**config.mk**
```make
export PLATFORM = sky130hd
export DESIGN_NAME = mem_arbiter
export DESIGN_NICKNAME = d
export VERILOG_FILES = /design/src/rtl/mem_arbiter.sv
export SDC_FILE = /design/constraint.sdc
export NUM_CORES = 1
export LEC_CHECK = 0
export CORE_MARGIN = 3
export CORE_UTILIZATION = 36
export CTS_CLUSTER_SIZE = 16
export DETAILED_ROUTE_END_ITERATION = 12
export PLACE_DENSITY = 0.86
export SYNTH_ARGS = -nofsm -noshare
export SYNTH_HDL_FRONTEND = slang
export SYNTH_SLANG_ARGS = --single-unit
```
**constraint.sdc**
```tcl
create_clock -name CLK -period 4 [get_ports CLK]
set_input_delay 0.6 -clock CLK [delete_from_list [all_inputs] [get_ports CLK]]
set_output_delay 0.6 -clock CLK [all_outputs]
set_load 0.005 [all_outputs]
```
**src/rtl/mem_arbiter.sv**
```systemverilog
// mem_arbiter: shares one fixed-latency single-ported RAM between fetch and data ports.
// Optional round-robin arbitration when MEM_ARB_RR_EN is defined (fixed data priority otherwise).
module mem_arbiter #(
    parameter int LATENCY = 2
) (
    input  logic        CLK,
    input  logic        RST,
    input  logic        iREN,
    input  logic [31:0] iaddr,
    output logic        iwait,
    output logic [31:0] iload,
    input  logic        dREN,
    input  logic        dWEN,
    input  logic [31:0] daddr,
    input  logic [31:0] dstore,
    output logic        dwait,
    output logic [31:0] dload,
    input  logic        halt,
    output logic        halted,
    output logic        ramREN,
    output logic        ramWEN,
    output logic [31:0] ramaddr,
    output logic [31:0] ramstore,
    input  logic [31:0] ramload
);
    localparam int CW = $clog2(LATENCY + 1);

    typedef enum logic [1:0] {IDLE, IACC, DACC} state_t;

    state_t        state, state_n;
    logic [CW-1:0] cnt;
    logic [31:0]   acc_addr, acc_store;
    logic          acc_wr, dreq, ireq, grant_d, grant_i, busy, done;

    assign dreq = dREN | dWEN;
    assign ireq = iREN & ~halted;

`ifdef MEM_ARB_RR_EN
    logic last_d;
    always_ff @(posedge CLK) begin
        if (RST)
            last_d <= 1'b0;
        else if (state == IDLE && (grant_d || grant_i))
            last_d <= grant_d;
    end
    assign grant_i = ireq & (~dreq | last_d);
`else
    assign grant_i = ireq & ~dreq;
`endif
    assign grant_d = dreq & ~grant_i;

    assign busy = state != IDLE;
    assign done = cnt == '0;

    always_comb begin
        state_n = state;
        if (state == IDLE)
            state_n = grant_d ? DACC : grant_i ? IACC : IDLE;
        else if (done)
            state_n = IDLE;
    end

    always_ff @(posedge CLK) begin
        if (RST) begin
            state     <= IDLE;
            cnt       <= '0;
            halted    <= 1'b0;
            acc_addr  <= '0;
            acc_store <= '0;
            acc_wr    <= 1'b0;
        end else begin
            state <= state_n;
            if (state == IDLE) begin
                if (halt && !dreq)
                    halted <= 1'b1;
                if (grant_d || grant_i) begin
                    cnt       <= CW'(LATENCY - 1);
                    acc_addr  <= grant_d ? daddr : iaddr;
                    acc_store <= dstore;
                    acc_wr    <= grant_d & dWEN;
                end
            end else if (!done) begin
                cnt <= cnt - 1'b1;
            end
        end
    end

    // RAM side is driven only from the registered copies so it stays stable per access
    assign ramREN   = busy & ~acc_wr;
    assign ramWEN   = busy & acc_wr;
    assign ramaddr  = busy ? acc_addr : '0;
    assign ramstore = busy ? acc_store : '0;

    assign iwait = iREN & ~(state == IACC & done);
    assign dwait = dreq & ~(state == DACC & done);
    assign iload = ramload;
    assign dload = ramload;
endmodule

```
==> metrics.txt, run 1 <==
outcome=finished, final reports clean; grt total ovfl=0; Layout Area Growth over Synthesis=33.1%; maxcap violations=0; Nets=751; drt first pass iters=4; ranking of synthesized cells by area=dfxtp_1, buf_4, nand2b_1; share of layout cells above drive strength 1=5.00%; P per Cell Area=between 300 and 400 nW/um^2; Mapped Nets=676; synthesized area per cell=8.41 sq um; CP endpoint kind=output port; CP max FO=40; Worst IR Drop VDD=166 uV; Die Span X=approximately 120 microns; FF+latch count, synth=70; post-synth top area share=30.8%; RSZ-0062 raised after global routing=false; CTS Sinks=70; CTS hold repair buffers=0; final setup fails=0; Antenna diodes=0; largest area contributor in the netlist=dfxtp_1; Max Fclk=375 MHz; CTS tree=built; CTS Root Cell=clkbuf_16; Worst Tran Pin Value=roughly 1.2 ns; worst hold path class=reg2reg; worst-skew pair later-pin latency=between 0.3 and 0.4 ns; critical path, cell by cell=nor2_4, nor2_1, clkdlybuf4s50_1; placed instance area=5760 sq um; post-layout min period=2.66 ns; initial antenna violation count=0; Crit path required time=between 3 and 4 ns; io pins=267; Setup Buffers After CTS=0; Inst Count DP=a little under 800; first-pass GRT wire length=19800 microns; critical path launch point type=flop; Avg WL per Cell=15.1 microns; post-detailed-route DRC marker count=0; DR vias=3900; gr usage total=around 17%; Slew Viols, Final=0; fillers=around 1100; area of the core=12200 sq um; Worst path slowest cell=nor2_4; setup TNS=0 ns; sequential area share after synthesis=30.8%; DP Wirelength=~8300 microns; Worst-path clk slew=0.06 ns; Die ar.=around 14000 sq um; Vias/cell=4.95; yosys warns=0; Routed WL=roughly 12000 microns; pre-CTS setup slack=between 1 and 1.5 ns; synthesized instance count=540; CTS H-tree lvls=3; cell with the most instances after synthesis=dfxtp_1; Top FF cell, synth=dfxtp_1; Post-synth EDFFs=0; routability congestion estimate=0.811; Die H=118 microns; crit-path max cell delay=about 0.73 ns; Final Hold Fails=0; Worst slew margin=between 20% and 30%; DR iter-0 viols=138; period utilization=approximately two thirds; setup ws final=1.34 ns; critical path class=reg2out; ys async rst share=0%; Cell Rows=40; initial core utilization=37.4%; library cells used by synthesis=33; most frequent cells after synthesis=dfxtp_1, nand2b_1, buf_4; post-layout util=49.7%; clock buffer depth=2; vias in the first global route=4057; Detail Route Antenna Nets=0; Final Cell Area=roughly 6000 sq um; IO Port Bufs=between 150 and 200; area of the multi-input gates=2270 sq um; arrival time of the worst setup path=2.06 ns; register area=1400 sq um; total CTS buffers=9; clock skew=0.00529 ns; PostCTS Resize Cnt=0; Post-Synthesis Cell Area=roughly 4500 sq um; Non-Filler Instances=788; largest net degree at the start of global routing=90; LEAKAGE=2.22 nW
-- registers in the layout, summed over array words and instances (netlist names) --
register / count
acc_addr: 32
acc_store: 32
acc_wr: 1
cnt: 2
halted: 1
state: 2
-- cells in the final DEF (no fill, tap or decap), types with 8 or more instances in the layout --
cell type,Yosys,final
a211oi_1,32,32
a2111oi_0,32,32
and2_1,33,33
clkbuf_16,0,9
buf_4,65,8
o21a_1,33,33
dfxtp_1,70,70
nor2_1,38,37
nor3b_1,32,32
inv_1,35,35
mux2i_1,32,32
nand2b_1,66,66
clkdlybuf4s50_1,0,167
-- report_power, final --
group | switching (mW) | internal, mW | leakage, nW
registers | 0.0352 | 0.786 | 0.581
logic | 0.288 | 0.324 | 1.49
clock network | 0.283 | 0.468 | 0.142
total | 0.606 | 1.58 | 2.22
-- cell type report --
class / count / area share (%)
clock buffers: 13 / 4.47
clock inverters: 3 / 0.290
multi-input cells: 321 / 37.5
inverters: 35 / 2.17
well taps: 168 / 3.48
repair buffers: 178 / 28.9
flip-flops and latches: 70 / 23.2
-- per-stage QoR --
| stage | total power [mW] | hold WS [ns] |
|---|---|---|
| finish | 2.18 | 0.465 |
| global route | 2.31 | 0.481 |
| global placement | 1.43 | 0.454 |
| floorplan | 1.24 | 0.441 |
| CTS | 2.22 | 0.468 |
| detailed placement | 1.45 | 0.459 |
-- metal layers --
layer | up-vias | part of all wire [%] | global-route usage (%)
met5 | - | 0 | 0
met4 | 0 | 2.2 | 6.52
met3 | 25 | 9.6 | 6.75
met2 | 180 | 46 | 27.5
met1 | 1777 | 43 | 19.9
li1 | 1918 | - | -
-- cells by family after synthesis --
kind of cell,share of synthesized area [%]
AO/OA/AOI/OAI,18.6
adder cells (fa/ha/maj),0.551
buffers and inverters,19.4
flip-flops,30.8
multiplexers,7.05
AND/OR/NAND/NOR,23.5
-- path summary, 6_finish.rpt --
check,start,endpoint,slack (ns),cells past startpoint
worst max register to register,state[1],acc_store[17],1.77,5
worst min-delay path,acc_addr[0],acc_addr[0],0.47,2
worst max-delay path,state[1],ramaddr[5],1.34,3
worst min register to register,acc_addr[0],acc_addr[0],0.47,2
-- critical path, delay by kind of cell (launching register included) --
family,cells,cell delay (ns)
simple gates,2,0.85
buf+inv,1,0.51
flops,1,0.36
(Power assumes the default switching activity.)
==> inputs of run 2 (changes only) <==
Clock period 4 ns to 2.6 ns, I/O delays scaled along.
==> run 2 against run 1 <==
Routed wire length is 3.4% higher. Setup slack worse by 1.1 ns. Die area stayed put. Utilization is 0.72 points higher. Critical path type unchanged.
==> metrics.txt, run 2 (synthesis results as in run 1) <==
post-layout min period=2.36 ns; Highest Signal Layer=met4; met1 WL=5000 microns; final setup fails=0; Tot Pwr=3.47 mW; worst hold path class=reg2reg; total CTS buffers=9; CTS hold repair buffers=0; grt total ovfl=0; Worst-path clk slew=around 0.060 ns; critical path launch point type=flop; Die ar.=14000 sq um; DR iter-0 viols=156; most frequent cells in the layout=clkdlybuf4s50_1, dfxtp_1, nand2b_1; LEAKAGE=2.26 nW; initial core utilization=37.4%; Crit path required time=2.21 ns; setup TNS=0 ns; share of layout cells above drive strength 1=5.92%; Nets=756; worst-skew pair later-pin latency=0.33 ns; area of the core=12200 sq um; Final Hold Fails=0; critical path, cell by cell=or2_2, and2_1, clkdlybuf4s50_1; routability congestion estimate=just over 0.8; CTS Root Cell=clkbuf_16; Setup Buffers After CTS=0; gr usage total=between 15 and 20%; Detail Route Antenna Nets=0; Cell Rows=40; critical path class=reg2out; placed instance area=about 6000 sq um; fillers=1097; Routed WL=12300 microns; post-layout util=50.4%; Slew Viols, Final=0; metal3 WL=~1100 microns; drt first pass iters=4; Antenna diodes=0; maxcap violations=0; Worst slew margin=63.5%; Final Cell Area=6130 sq um; Max Fclk=423 MHz; initial antenna violation count=0; Vias/cell=about 5.0; CTS H-tree lvls=3; Worst Tran Pin Value=0.533 ns; arrival time of the worst setup path=1.97 ns; crit-path max cell delay=0.51 ns; Layout Area Growth over Synthesis=35.0%; met2 WL post-DR=approximately 5800 microns; vias in the first global route=4101; io pins=between 200 and 300; CP endpoint kind=output port; Worst IR Drop VDD=approximately 290 uV; Worst path slowest cell=clkdlybuf4s50_1; PostCTS Resize Cnt=0; first-pass GRT wire length=20000 microns; Die Span X=118 microns; clock buffer depth=2; Avg WL per Cell=15.5 microns; CTS tree=built; CTS Sinks=70; IO Port Bufs=170; CP max FO=35; outcome=finished, final reports clean; most common cell after layout, fill and taps aside=clkdlybuf4s50_1; Die H=118 microns; biggest regs=acc_addr (32), acc_store (32); period utilization=between 90 and 100%; DR vias=3950; largest net degree at the start of global routing=46; P per Cell Area=565 nW/um^2; RSZ-0062 raised after global routing=false; post-detailed-route DRC marker count=0; clock skew=0.00651 ns; DP Wirelength=roughly 9000 microns
## run 2: cell types whose count changed in the layout (fill, tap and decap cells not counted), sizes merged
cell / before / now
buf: 11 / 16
clkinv: 2 / 4
clkbuf: 13 / 10
bufinv: 0 / 1
## run 2: critical path: cells and delay by family, from the launching register on
| kind | cells | cell delay (ns) |
|---|---|---|
| buffers and inverters | 1 | 0.51 |
| flip-flops | 1 | 0.43 |
| AND/OR/NAND/NOR | 2 | 0.69 |
## run 2: report_power, final
group	total, mW	switching (mW)	internal (mW)
sequential	1.27	0.0567	1.21
combinational	0.971	0.452	0.519
clock	1.23	0.464	0.765
total	3.47	0.973	2.49
## run 2: stage by stage
stage	cells	hold slack (ns)	setup slack, ns
after CTS	793	0.465	0.200
after global routing	793	0.482	0.0843
after detailed placement	777	0.453	0.541
final	793	0.464	0.236
after global placement	777	0.447	0.592
after floorplan	540	0.441	1.08
## run 2: area by class of cell
type | instances | area, sq um | area share [%]
multi-input combinational | 321 | 2270 | 37.0
timing repair buffer | 183 | 1820 | 29.7
sequential | 70 | 1400 | 22.8
clock buffer | 10 | 239 | 3.90
tap | 168 | 210 | 3.43
inverter | 35 | 131 | 2.14
clock inverter | 6 | 61.3 | 0.999
## run 2: path summary, 6_finish.rpt
| path | from | to | slack (ns) | cells past startpoint |
|---|---|---|---|---|
| setup / recovery | state[1] | ramstore[4] | 0.24 | 3 |
| hold / removal | acc_addr[7] | acc_addr[7] | 0.46 | 2 |
| setup reg to reg | state[1] | acc_store[6] | 0.68 | 5 |
| hold reg to reg | acc_addr[7] | acc_addr[7] | 0.46 | 2 |
## run 2: layer usage
layer  vias up  global-route usage (%)
met3        35                    6.17
met4         0                    9.01
met2       175                    29.0
met1      1813                    19.4
li1       1927                       -
met5         -                       0
==> inputs of run 3 (changes only) <==
Clock period 2.6 ns to 2.5 ns, I/O delays scaled along.
==> run 3 against run 2 <==
Clock skew about the same. Final cell count is 0.38% lower. Critical path depth did not move. Die area stayed put. Clock power up 20%. Critical path type unchanged. Largest power group is now clock. Highest routed layer unchanged.
==> metrics.txt, run 3 (synthesis results as in run 1) <==
Final Hold Fails=0; Avg WL per Cell=approximately 15 microns; share of layout cells above drive strength 1=under 10%; CTS Sinks=70; R2R setup slack=0.64 ns; maxcap violations=0; Layout Area Growth over Synthesis=35.4%; arrival time of the worst setup path=around 1.9 ns; Vias/cell=4.93; Routed WL=11900 microns; CP endpoint kind=output port; Slew Viols, Final=0; Levels on crit path=3; switching share of power=25.6%; sw power=974 uW; worst-skew pair later-pin latency=0.32 ns; DR iter-0 viols=181; post-detailed-route DRC marker count=0; fillers=1120; reg-to-reg startpoint=state[1]; outcome=finished, final reports clean; CP Buf/Inv Count=1; grt total ovfl=0; initial core utilization=37.4%; drt first pass iters=4; Clk pwr share=39.0%; Die ar.=around 14000 sq um; biggest regs=acc_addr (32), acc_store (32); Flop pwr share=between 30% and 40%; most frequent cells in the layout=clkdlybuf4s50_1, dfxtp_1, nand2b_1; CP max FO=43; Antenna diodes=0; Worst-path clk slew=0.06 ns; routability congestion estimate=0.770; RSZ-0062 raised after global routing=false; critical path launch point type=flop; Max Fclk=432 MHz; critical path class=reg2out; period utilization=92.6%; reg2reg path depth=4; Cell Rows=40; critical path, cell by cell=or2_4, and2_1, clkdlybuf4s50_1; LEAKAGE=2.26 nW; end of the critical path=ramstore[5]; reg2reg end=acc_addr[0]; vias in the first global route=approximately 4000; clock buffer depth=2; gr usage total=between 10% and 20%; total CTS buffers=9; area of the core=12200 sq um; initial antenna violation count=0; Detail Route Antenna Nets=0; Crit path required time=roughly 2.1 ns; Die H=118 microns; power share of the combinational group=26.4%; Nets=753; CTS tree=built; IO Port Bufs=170; crit path from=state[1]; first-pass GRT wire length=19300 microns; Worst IR Drop VDD=between 200 and 300 uV; Worst slew margin=42.8%; DP Wirelength=8500 microns; io pins=267; clock skew=between 0.006 and 0.007 ns; Worst path slowest cell=clkdlybuf4s50_1; Crit path max-delay family=simple AND/OR/NAND/NOR gates; CTS Root Cell=clkbuf_16; Tot Pwr=about 3.8 mW; CTS H-tree lvls=3; post-layout min period=2.31 ns; internal power=2.82 mW; setup TNS=0 ns; worst hold path class=reg2reg; P per Cell Area=around 620 nW/um^2; largest net degree at the start of global routing=66; Worst Tran Pin Value=0.858 ns; crit-path max cell delay=0.52 ns; final setup fails=0; Die Span X=118 microns; DR vias=3893; Setup Buffers After CTS=0; most common cell after layout, fill and taps aside=clkdlybuf4s50_1
-- run 3: per-layer routing --
| metal | part of all wire (%) | vias to the layer above | wire (microns) | track usage (%) |
|---|---|---|---|---|
| li1 | - | 1923 | - | - |
| met1 | 41 | 1787 | 4900 | 19.1 |
| met2 | 47 | 161 | 5580 | 27.5 |
| met3 | 10 | 22 | 1230 | 6.36 |
| met4 | 1.7 | 0 | 200 | 7.11 |
| met5 | 0 | - | 0 | 0 |
-- run 3: power by group through the flow --
stage | Combinational (mW) | Sequential (mW) | Clock (mW)
floorplan | 0.666 | 1.32 | 0
global placement | 0.981 | 1.33 | 0
detailed placement | 1.01 | 1.34 | 0
CTS | 1.02 | 1.32 | 1.53
global route | 1.10 | 1.33 | 1.56
finish | 1.00 | 1.32 | 1.48
-- run 3: cell type report --
type	count	area, sq um	area share [%]
clock buffer	13	260	4.23
clock inverter	3	90.1	1.46
inverter	35	131	2.14
multi-input combinational	321	2270	36.9
sequential	70	1400	22.8
tap	168	210	3.42
timing repair buffer	180	1790	29.0
-- run 3: worst min-delay path by stage --
stage / slack [ns] / endpoint / from / depth (start not counted)
finish: 0.46 / acc_addr[29] / acc_addr[29] / 2
global route: 0.48 / acc_addr[17] / acc_addr[17] / 2
CTS: 0.47 / acc_addr[27] / acc_addr[27] / 2
detailed placement: 0.46 / acc_addr[17] / acc_addr[17] / 2
global placement: 0.45 / acc_addr[29] / acc_addr[29] / 2
floorplan: 0.44 / acc_addr[0] / acc_addr[0] / 2
-- run 3: through the flow --
step | utilization, % | hold slack (ns) | setup WS (ns) | std cells | area (sq um)
floorplan | - | 0.441 | 0.990 | 540 | 4540
global placement | 47.7 | 0.453 | 0.318 | 774 | 5800
detailed placement | 47.7 | 0.456 | 0.199 | 774 | 5800
CTS | 50.6 | 0.466 | 0.169 | 790 | 6150
global route | 50.6 | 0.480 | 0.0719 | 790 | 6150
finish | 50.6 | 0.465 | 0.186 | 790 | 6150
-- run 3: worst min-delay path, delay by kind of cell (launching register included) --
| family | cells | cell delay (ns) |
|---|---|---|
| buf+inv | 1 | 0.06 |
| flops | 1 | 0.30 |
| compound gates | 1 | 0.06 |
-- run 3: repair_timing --
action,in CTS,in global routing
resized for setup,1,0
setup endpoints to repair,33,0
hold buffers,0,0
==> edit: new RTL, config.mk and constraints of run 3 <==
Set the parameter `LATENCY` to 8 (it was 2).
--- a/src/rtl/mem_arbiter.sv
+++ b/src/rtl/mem_arbiter.sv
@@ -2,5 +2,5 @@
 // Optional round-robin arbitration when MEM_ARB_RR_EN is defined (fixed data priority otherwise).
 module mem_arbiter #(
-    parameter int LATENCY = 2
+    parameter int LATENCY = 8
 ) (
     input  logic        CLK,
Formal check against the unedited RTL: not equivalent (Yosys sat finds a counterexample within 4 cycles, from zero or initial values and one cycle with RST high).
==> edit against run 3 <==
Routed wire length shrank 14%. Synthesized cell count shrank 6.7%. Final cell count decreased by 7.1%. Global-route usage down 0.36 points. Clock power fell by 24%. Register-to-register slack about the same. Sequential cell count is 2 higher. Highest routed layer unchanged. Largest power group is now registers. Worst setup slack worse by 0.046 ns. Non-clock buffer count down 2. Final area is 11% lower. Power shrank 12%. Synthesized area fell by 14%. Critical path type unchanged.
==> edit: results <==
export IMPL_crit_family="buffers and inverters"
export IMPL_use_met3_pct=6.00
export IMPL_placed_area_sq_um=5190
export IMPL_gp_congestion=0.735
export IMPL_switchingPower_uw=909
export IMPL_grtUsageMet1_pct=18.4
export IMPL_met2_usage_pct=27.3
export IMPL_yosysSeqAreaShare_pct=36.8
export IMPL_arrival_ns=1.99
export IMPL_track_usage_pct=16.3
export IMPL_cts_clk_slew_worst_paths_ns=0.09
export IMPL_netlist_top_cells_count="nand2_1, dfxtp_1, and2_1"
export IMPL_worst_skew_pair_late_latency_ns=0.34
export IMPL_buf_share_pct=33.1
export IMPL_power_frac_seq_pct=40.4
export IMPL_wl_met2_um=4910
export IMPL_tightest_slew_ns=0.688
export IMPL_grt_pass1_wl_um=15700
export IMPL_outcome="finished clean"
export IMPL_r2r_cells=6
export IMPL_synthTopCellsByArea="dfxtp_1, nand2_1, buf_4"
export IMPL_wl_met1_um=4060
export IMPL_fin_crit_ns=2.36
export IMPL_grt_pass1_vias=3357
export IMPL_layout_drive_gt1_share_pct=7.69
export IMPL_ir_drop_v=0.000329
export IMPL_area_growth_syn_to_layout_pct=39.4
export IMPL_reg_top3="acc_addr x32, acc_store x32, cnt x4"
export IMPL_seq_area_share_pct=26.4
export IMPL_p_leak_uw=0.00209
export IMPL_multi_input_gates=329
export IMPL_post_drt_wl_per_cell_um=14.0
export IMPL_fin_nets=728
export IMPL_multi_input_area_share_pct=32.7
export IMPL_hp_start="acc_store[11]$_SDFFE_PP0P_"
export IMPL_grt_max_degree=97
export IMPL_final_clkbuf_count=10
export IMPL_synth_cell_type_count=30
export IMPL_clk_share_pct=4.45
export IMPL_hold_slack_ns=0.453
export IMPL_pre_cts_ws_ns=0.334
export IMPL_finClkSkew_ns=0.0133
-- edit: cell count changes in the layout (fill, tap and decap cells not counted), sizes merged, moves of 33 or more --
cell    before  now
nand2b      66    1
o21a        33    0
a21oi        2   36
nand2        1  135
-- edit: metrics by stage --
stage	total power (uW)	cells
floorplan	1920	504
global placement	2200	716
detailed placement	2240	716
CTS	3370	732
global route	3530	734
finish	3330	734
-- edit: worst max path at each step --
| stage | startpoint | to |
|---|---|---|
| final | state[1]$_SDFFE_PP0P_ | ramstore[22] |
| after global routing | cnt[0]$_SDFFE_PP0P_ | dwait |
| after CTS | state[1]$_SDFFE_PP0P_ | ramstore[22] |
| after detailed placement | cnt[0]$_SDFFE_PP0P_ | iwait |
| after global placement | cnt[0]$_SDFFE_PP0P_ | iwait |
| after floorplan | cnt[0]$_SDFFE_PP0P_ | iwait |
